===== src/rtl/zipdma_pattern_master.sv =====
// rtl/zipdma_pattern_master.sv - Wishbone pipelined master that writes or reads back an LFSR pattern burst.
// Write pass issues LFSR words; read pass checks returned words against the same sequence.
module zipdma_pattern_master #(
  parameter int ADDRESS_WIDTH = 30,
  parameter int BUS_WIDTH     = 64,
  parameter int LGLEN         = 12,
  localparam int DW = BUS_WIDTH,
  localparam int AW = ADDRESS_WIDTH - $clog2(DW/8)
) (
  input  logic            i_clk,
  input  logic            i_reset,
  input  logic            i_ctl_cyc,
  input  logic            i_ctl_stb,
  input  logic            i_ctl_we,
  input  logic [1:0]      i_ctl_addr,
  input  logic [31:0]     i_ctl_data,
  input  logic [3:0]      i_ctl_sel,
  output logic            o_ctl_stall,
  output logic            o_ctl_ack,
  output logic [31:0]     o_ctl_data,
  output logic            o_wb_cyc,
  output logic            o_wb_stb,
  output logic            o_wb_we,
  output logic [AW-1:0]   o_wb_addr,
  output logic [DW-1:0]   o_wb_data,
  output logic [DW/8-1:0] o_wb_sel,
  input  logic            i_wb_stall,
  input  logic            i_wb_ack,
  input  logic            i_wb_err,
  input  logic [DW-1:0]   i_wb_data,
  output logic            o_busy,
  output logic            o_int
);

  typedef enum logic {IDLE, BUS} state_t;

  state_t            state, state_next;
  logic [AW-1:0]     base, addr;
  logic [LGLEN-1:0]  len, issued, acked, miscount;
  logic [31:0]       seed;
  logic [DW-1:0]     issue_lfsr, check_lfsr;
  logic              dir, done, buserr, mismatch;
  logic              ctl_wr, start_req, abort_req, accept, ack_ok, last_ack;
  logic [31:0]       rd_mux;

  function automatic logic [DW-1:0] lfsr_step(input logic [DW-1:0] s);
    return {s[DW-2:0], s[DW-1] ^ s[DW-2]};
  endfunction

  function automatic logic [31:0] merge(input logic [31:0] old, input logic [31:0] d,
                                        input logic [3:0] sel);
    logic [31:0] r;
    r = old;
    for (int b = 0; b < 4; b++)
      if (sel[b]) r[8*b +: 8] = d[8*b +: 8];
    return r;
  endfunction

  assign o_ctl_stall = 1'b0;
  assign o_wb_cyc    = (state == BUS);
  assign o_wb_stb    = (state == BUS) && (issued != len);
  assign o_wb_we     = dir;
  assign o_wb_addr   = addr;
  assign o_wb_data   = issue_lfsr;
  assign o_wb_sel    = '1;
  assign o_busy      = (state == BUS);

  always_comb begin
    state_next = state;
    ctl_wr     = i_ctl_stb && i_ctl_we;
    start_req  = ctl_wr && (i_ctl_addr == 2'd0) && i_ctl_sel[0] && i_ctl_data[0] && (state == IDLE);
    abort_req  = ctl_wr && (i_ctl_addr == 2'd0) && i_ctl_sel[0] && i_ctl_data[2] && (state == BUS);
    accept     = o_wb_stb && !i_wb_stall;
    // An error in the same cycle as an ack suppresses the ack.
    ack_ok     = (state == BUS) && i_wb_ack && !i_wb_err;
    last_ack   = ack_ok && (acked == len - 1'b1);
    case (state)
      IDLE:    if (start_req && (len != '0)) state_next = BUS;
      BUS:     if (i_wb_err || abort_req || last_ack) state_next = IDLE;
      default: state_next = IDLE;
    endcase
  end

  always_comb begin
    rd_mux = 32'h0;
    case (i_ctl_addr)
      2'd0: rd_mux = {12'(miscount), 15'h0, done, buserr, mismatch, dir, o_busy};
      2'd1: rd_mux = 32'(base);
      2'd2: rd_mux = 32'(len);
      2'd3: rd_mux = seed;
      default: rd_mux = 32'h0;
    endcase
  end

  always_ff @(posedge i_clk) begin
    if (i_reset) state <= IDLE;
    else         state <= state_next;
  end

  always_ff @(posedge i_clk) begin
    if (i_reset) begin
      o_ctl_ack  <= 1'b0;
      o_ctl_data <= '0;
      o_int      <= 1'b0;
      base       <= '0;
      addr       <= '0;
      len        <= '0;
      issued     <= '0;
      acked      <= '0;
      miscount   <= '0;
      seed       <= '0;
      issue_lfsr <= '0;
      check_lfsr <= '0;
      dir        <= 1'b0;
      done       <= 1'b0;
      buserr     <= 1'b0;
      mismatch   <= 1'b0;
    end else begin
      o_ctl_ack <= i_ctl_stb;
      o_int     <= 1'b0;
      if (i_ctl_stb) o_ctl_data <= rd_mux;

      if (ctl_wr && (state == IDLE)) begin
        case (i_ctl_addr)
          2'd1: base <= AW'(merge(32'(base), i_ctl_data, i_ctl_sel));
          2'd2: len  <= LGLEN'(merge(32'(len), i_ctl_data, i_ctl_sel));
          2'd3: seed <= merge(seed, i_ctl_data, i_ctl_sel);
          default: ;
        endcase
      end

      if (start_req) begin
        dir        <= i_ctl_data[1];
        done       <= (len == '0);
        o_int      <= (len == '0);
        buserr     <= 1'b0;
        mismatch   <= 1'b0;
        miscount   <= '0;
        issue_lfsr <= DW'(seed) << (DW - 32);
        check_lfsr <= DW'(seed) << (DW - 32);
        issued     <= '0;
        acked      <= '0;
        addr       <= base;
      end

      if (state == BUS) begin
        if (accept) begin
          addr       <= addr + 1'b1;
          issued     <= issued + 1'b1;
          issue_lfsr <= lfsr_step(issue_lfsr);
        end
        if (ack_ok) begin
          acked <= acked + 1'b1;
          if (!dir) begin
            check_lfsr <= lfsr_step(check_lfsr);
            if (i_wb_data != check_lfsr) begin
              mismatch <= 1'b1;
              if (miscount != '1) miscount <= miscount + 1'b1;
            end
          end
        end
        if (i_wb_err) begin
          buserr <= 1'b1;
          o_int  <= 1'b1;
        end else if (abort_req) begin
          done  <= 1'b0;
          o_int <= 1'b1;
        end else if (last_ack) begin
          done  <= 1'b1;
          o_int <= 1'b1;
        end
      end
    end
  end

endmodule


===== config.mk =====
export PLATFORM = sky130hd
export DESIGN_NAME = zipdma_pattern_master
export DESIGN_NICKNAME = d
export VERILOG_FILES = /design/src/rtl/zipdma_pattern_master.sv
export SDC_FILE = /design/constraint.sdc
export NUM_CORES = 1
export LEC_CHECK = 0
export CORE_MARGIN = 10
export CORE_UTILIZATION = 45
export DETAILED_ROUTE_END_ITERATION = 6
export PLACE_DENSITY = 0.75
export SKIP_CTS_REPAIR_TIMING = 1
export SYNTH_ARGS = -nofsm -noshare
export SYNTH_HDL_FRONTEND = slang
export SYNTH_SLANG_ARGS = --single-unit

===== constraint.sdc =====
create_clock -name i_clk -period 3.15 [get_ports i_clk]
set_input_delay 0.4725 -clock i_clk [delete_from_list [all_inputs] [get_ports i_clk]]
set_output_delay 0.4725 -clock i_clk [all_outputs]
set_load 0.02 [all_outputs]

==> results.md <==
- Status: finished clean
- Port bufs: 237
- Setup violations, final: 0
- First drt pass iteration count: 5
- Max IR drop VDD: 270.6 uV
- Reg clk slew, reported paths: 0.06 ns
- Global route total overflow: 0
- Clock sinks: 301
- Crit path kind: flip-flop to output port
- Slowest-stage cell, CP: dfxtp_1
- DR vias/cell: 5.711
- # diodes: 0
- Clk root buf: clkbuf_16
- Vias in the first global route: 12020
- Largest net degree at the start of global routing: 109
- Slew Viols, Final: 0
- Final hold vios: 0
- Total chip power: 8.301 mW
- DP Cell Count: 2198
- Nature of the critical path endpoint: output port
- Hold Path Origin: o_wb_data[14]
- Reg2reg start: len[1]
- Post-synth EDFFs: 0
- Synth Instances: 1656
- DRT iter0 DRCs: 1143
- Mapped Avg Cell Area: 8.326 um2
- Dpl cell area: 16420 um2
- # DRC: 0
- Starting Density: 45.31%
- DR vias: 12900
- Row count: 64
- Initial antenna violation count: 0
- Least-Margin Pin Slew: 0.8660 ns
- Detail Route Antenna Nets: 0
- Normalized max-slew margin: 42.06%
- Syn-to-layout area delta: 27.15%
- RSZ-0062 raised after global routing: no
- I/O pins: 248
- HPWL Detailed: 33.43 mm
- Synth area leaders: dfxtp_1 (44%), nand2_1 (6.7%), nor2_1 (6.5%)
- Final nets: 1953
- Die Span Y: 195.0 um
- Worst Setup SP: len[3]
- Post-synthesis sequential area ratio: 43.70%
- Core box area: 30430 um2
- Post-Layout Cell Count: 2259
- Post-layout minimum cycle time: 2.920 ns
- Leak: 6.217 nW
- Post-synth top area share: 43.70%
- TNS Setup: 0 ns
- Share of layout cells above drive strength 1: 7.568%
- Clock Latency Late Sink: 0.52 ns
- Fmax achieved: 0.3425 GHz
- TritonCTS clock tree: built
- Commonest cells after routing, fill and taps aside: dfxtp_1 (301), nand2_1 (247), nor2_1 (235), clkdlybuf4s50_1 (235), nand3_1 (105)
- Post-synth ARST share: 0%
- Worst Clk Skew: 0.01948 ns
- GRT Resource Usage Total: 22.90%
- CP max FO: 8
- Post-route cell area: 17530 um2
- Max-Cap Viols: 0
- DIE AREA: 38040 um2
- Critical-path cell list: xnor2_1, nand4_1, nor3_1, nor2_1, clkdlybuf4s50_1
- CTS max path bufs: 3
- CP required: 2.68 ns
- Post-synthesis register bit count: 301
- Final setup margin: 0.2303 ns
- Main flop type after synthesis: dfxtp_1
- Cts bufs inserted: 34
- Chip width: 195.0 um
- H-tree levels: 2
- Synth cell types: 62
- Min Hold Slack: 0.4626 ns
- CP Launch Type: flip-flop
- Crit path DAT: 2.45 ns
- Commonest non-fill, non-tap cell in the layout: dfxtp_1
- Hold Crit Class: flip-flop to flip-flop
- Final Cycle Share: 92.69%
- Netlist Area Pre-Place: 13790 um2
- Placement Setup Slack: 0.1362 ns
- Final core utilization: 57.62%
- Ys Warns: 0
- Global-route wire length before repair: 71.06 mm
- Routed wire length: 45.86 mm
- WL/cell: 20.30 um
- Yosys top cell by area: dfxtp_1
- Gp weighted congestion: 0.9026
- Worst path max stage delay: 0.61 ns
- PwrDens: 473.5 nW/um2
worst max-delay path: cells and delay by family (launching register included):
family | cells | cell delay, ns
XOR/XNOR | 1 | 0.17
flip-flops | 1 | 0.61
buffers and inverters | 1 | 0.55
AND/OR/NAND/NOR | 3 | 0.60
cells by family after synthesis:
group	count (synthesis)	synth area share [%]
flops	301	43.70
compound gates	319	16.07
buf+inv	141	4.374
other cells	2	0.05447
simple gates	717	23.18
fa+ha+maj	5	0.4537
mux	67	5.563
xor+xnor	104	6.606
cell usage after synthesis (all sizes together), types with 3 or more instances:
master and n:
a211oi 21, a21oi 104, a221oi 18, a22oi 51, a311oi 66, a31oi 8, and2 6, and3 16
and4 6, buf 42, clkbuf 90, dfxtp 301, ha 5, inv 9, mux2 27, mux2i 35
mux4 5, nand2 247, nand3 105, nand4 13, nor2 239, nor2b 13, nor3 16, nor3b 14
nor4 25, o211ai 6, o21ai 26, o31ai 3, or2 5, or3 3, xnor2 26, xor2 78
final cells by class:
class,count,area (um2)
well taps,396,495.5
repair buffers,271,2664
multi-input cells,1221,7204
fillers,2757,12900
clock buffers,52,1032
flip-flops and latches,301,6026
clock inverters,9,76.32
inverters,9,33.78
flip-flops by register name, summed over array words and instances (netlist names):
name / flops
base: 27
miscount: 12
mismatch: 1
o_ctl_ack: 1
check_lfsr: 64
o_wb_data: 64
o_busy: 1
buserr: 1
len: 12
o_wb_addr: 27
issued: 12
done: 1
acked: 12
seed: 32
o_wb_we: 1
o_ctl_data: 32
o_int: 1
final timing paths:
| path | end | slack (ns) | cells past startpoint |
|---|---|---|---|
| max reg2reg | done | 0.49 | 7 |
| min | o_wb_data[15] | 0.46 | 2 |
| min reg2reg | o_wb_data[15] | 0.46 | 2 |
| max | o_wb_stb | 0.23 | 5 |
power by group:
group          internal [mW]  switching [mW]  leakage (nW)
logic                  0.230           0.282          3.24
registers               3.83          0.0267          2.43
clock network           2.35            1.58         0.551
per-layer routing:
metal  up-vias  track usage [%]  share of wire (%)
met5         -                0                  0
met3        41            4.505                7.9
met1      6103            31.84                 45
li1       6220                -                  -
met2       538            35.75                 46
met4         0            5.345                1.8
No activity file was read; power rests on OpenSTA's default activity.
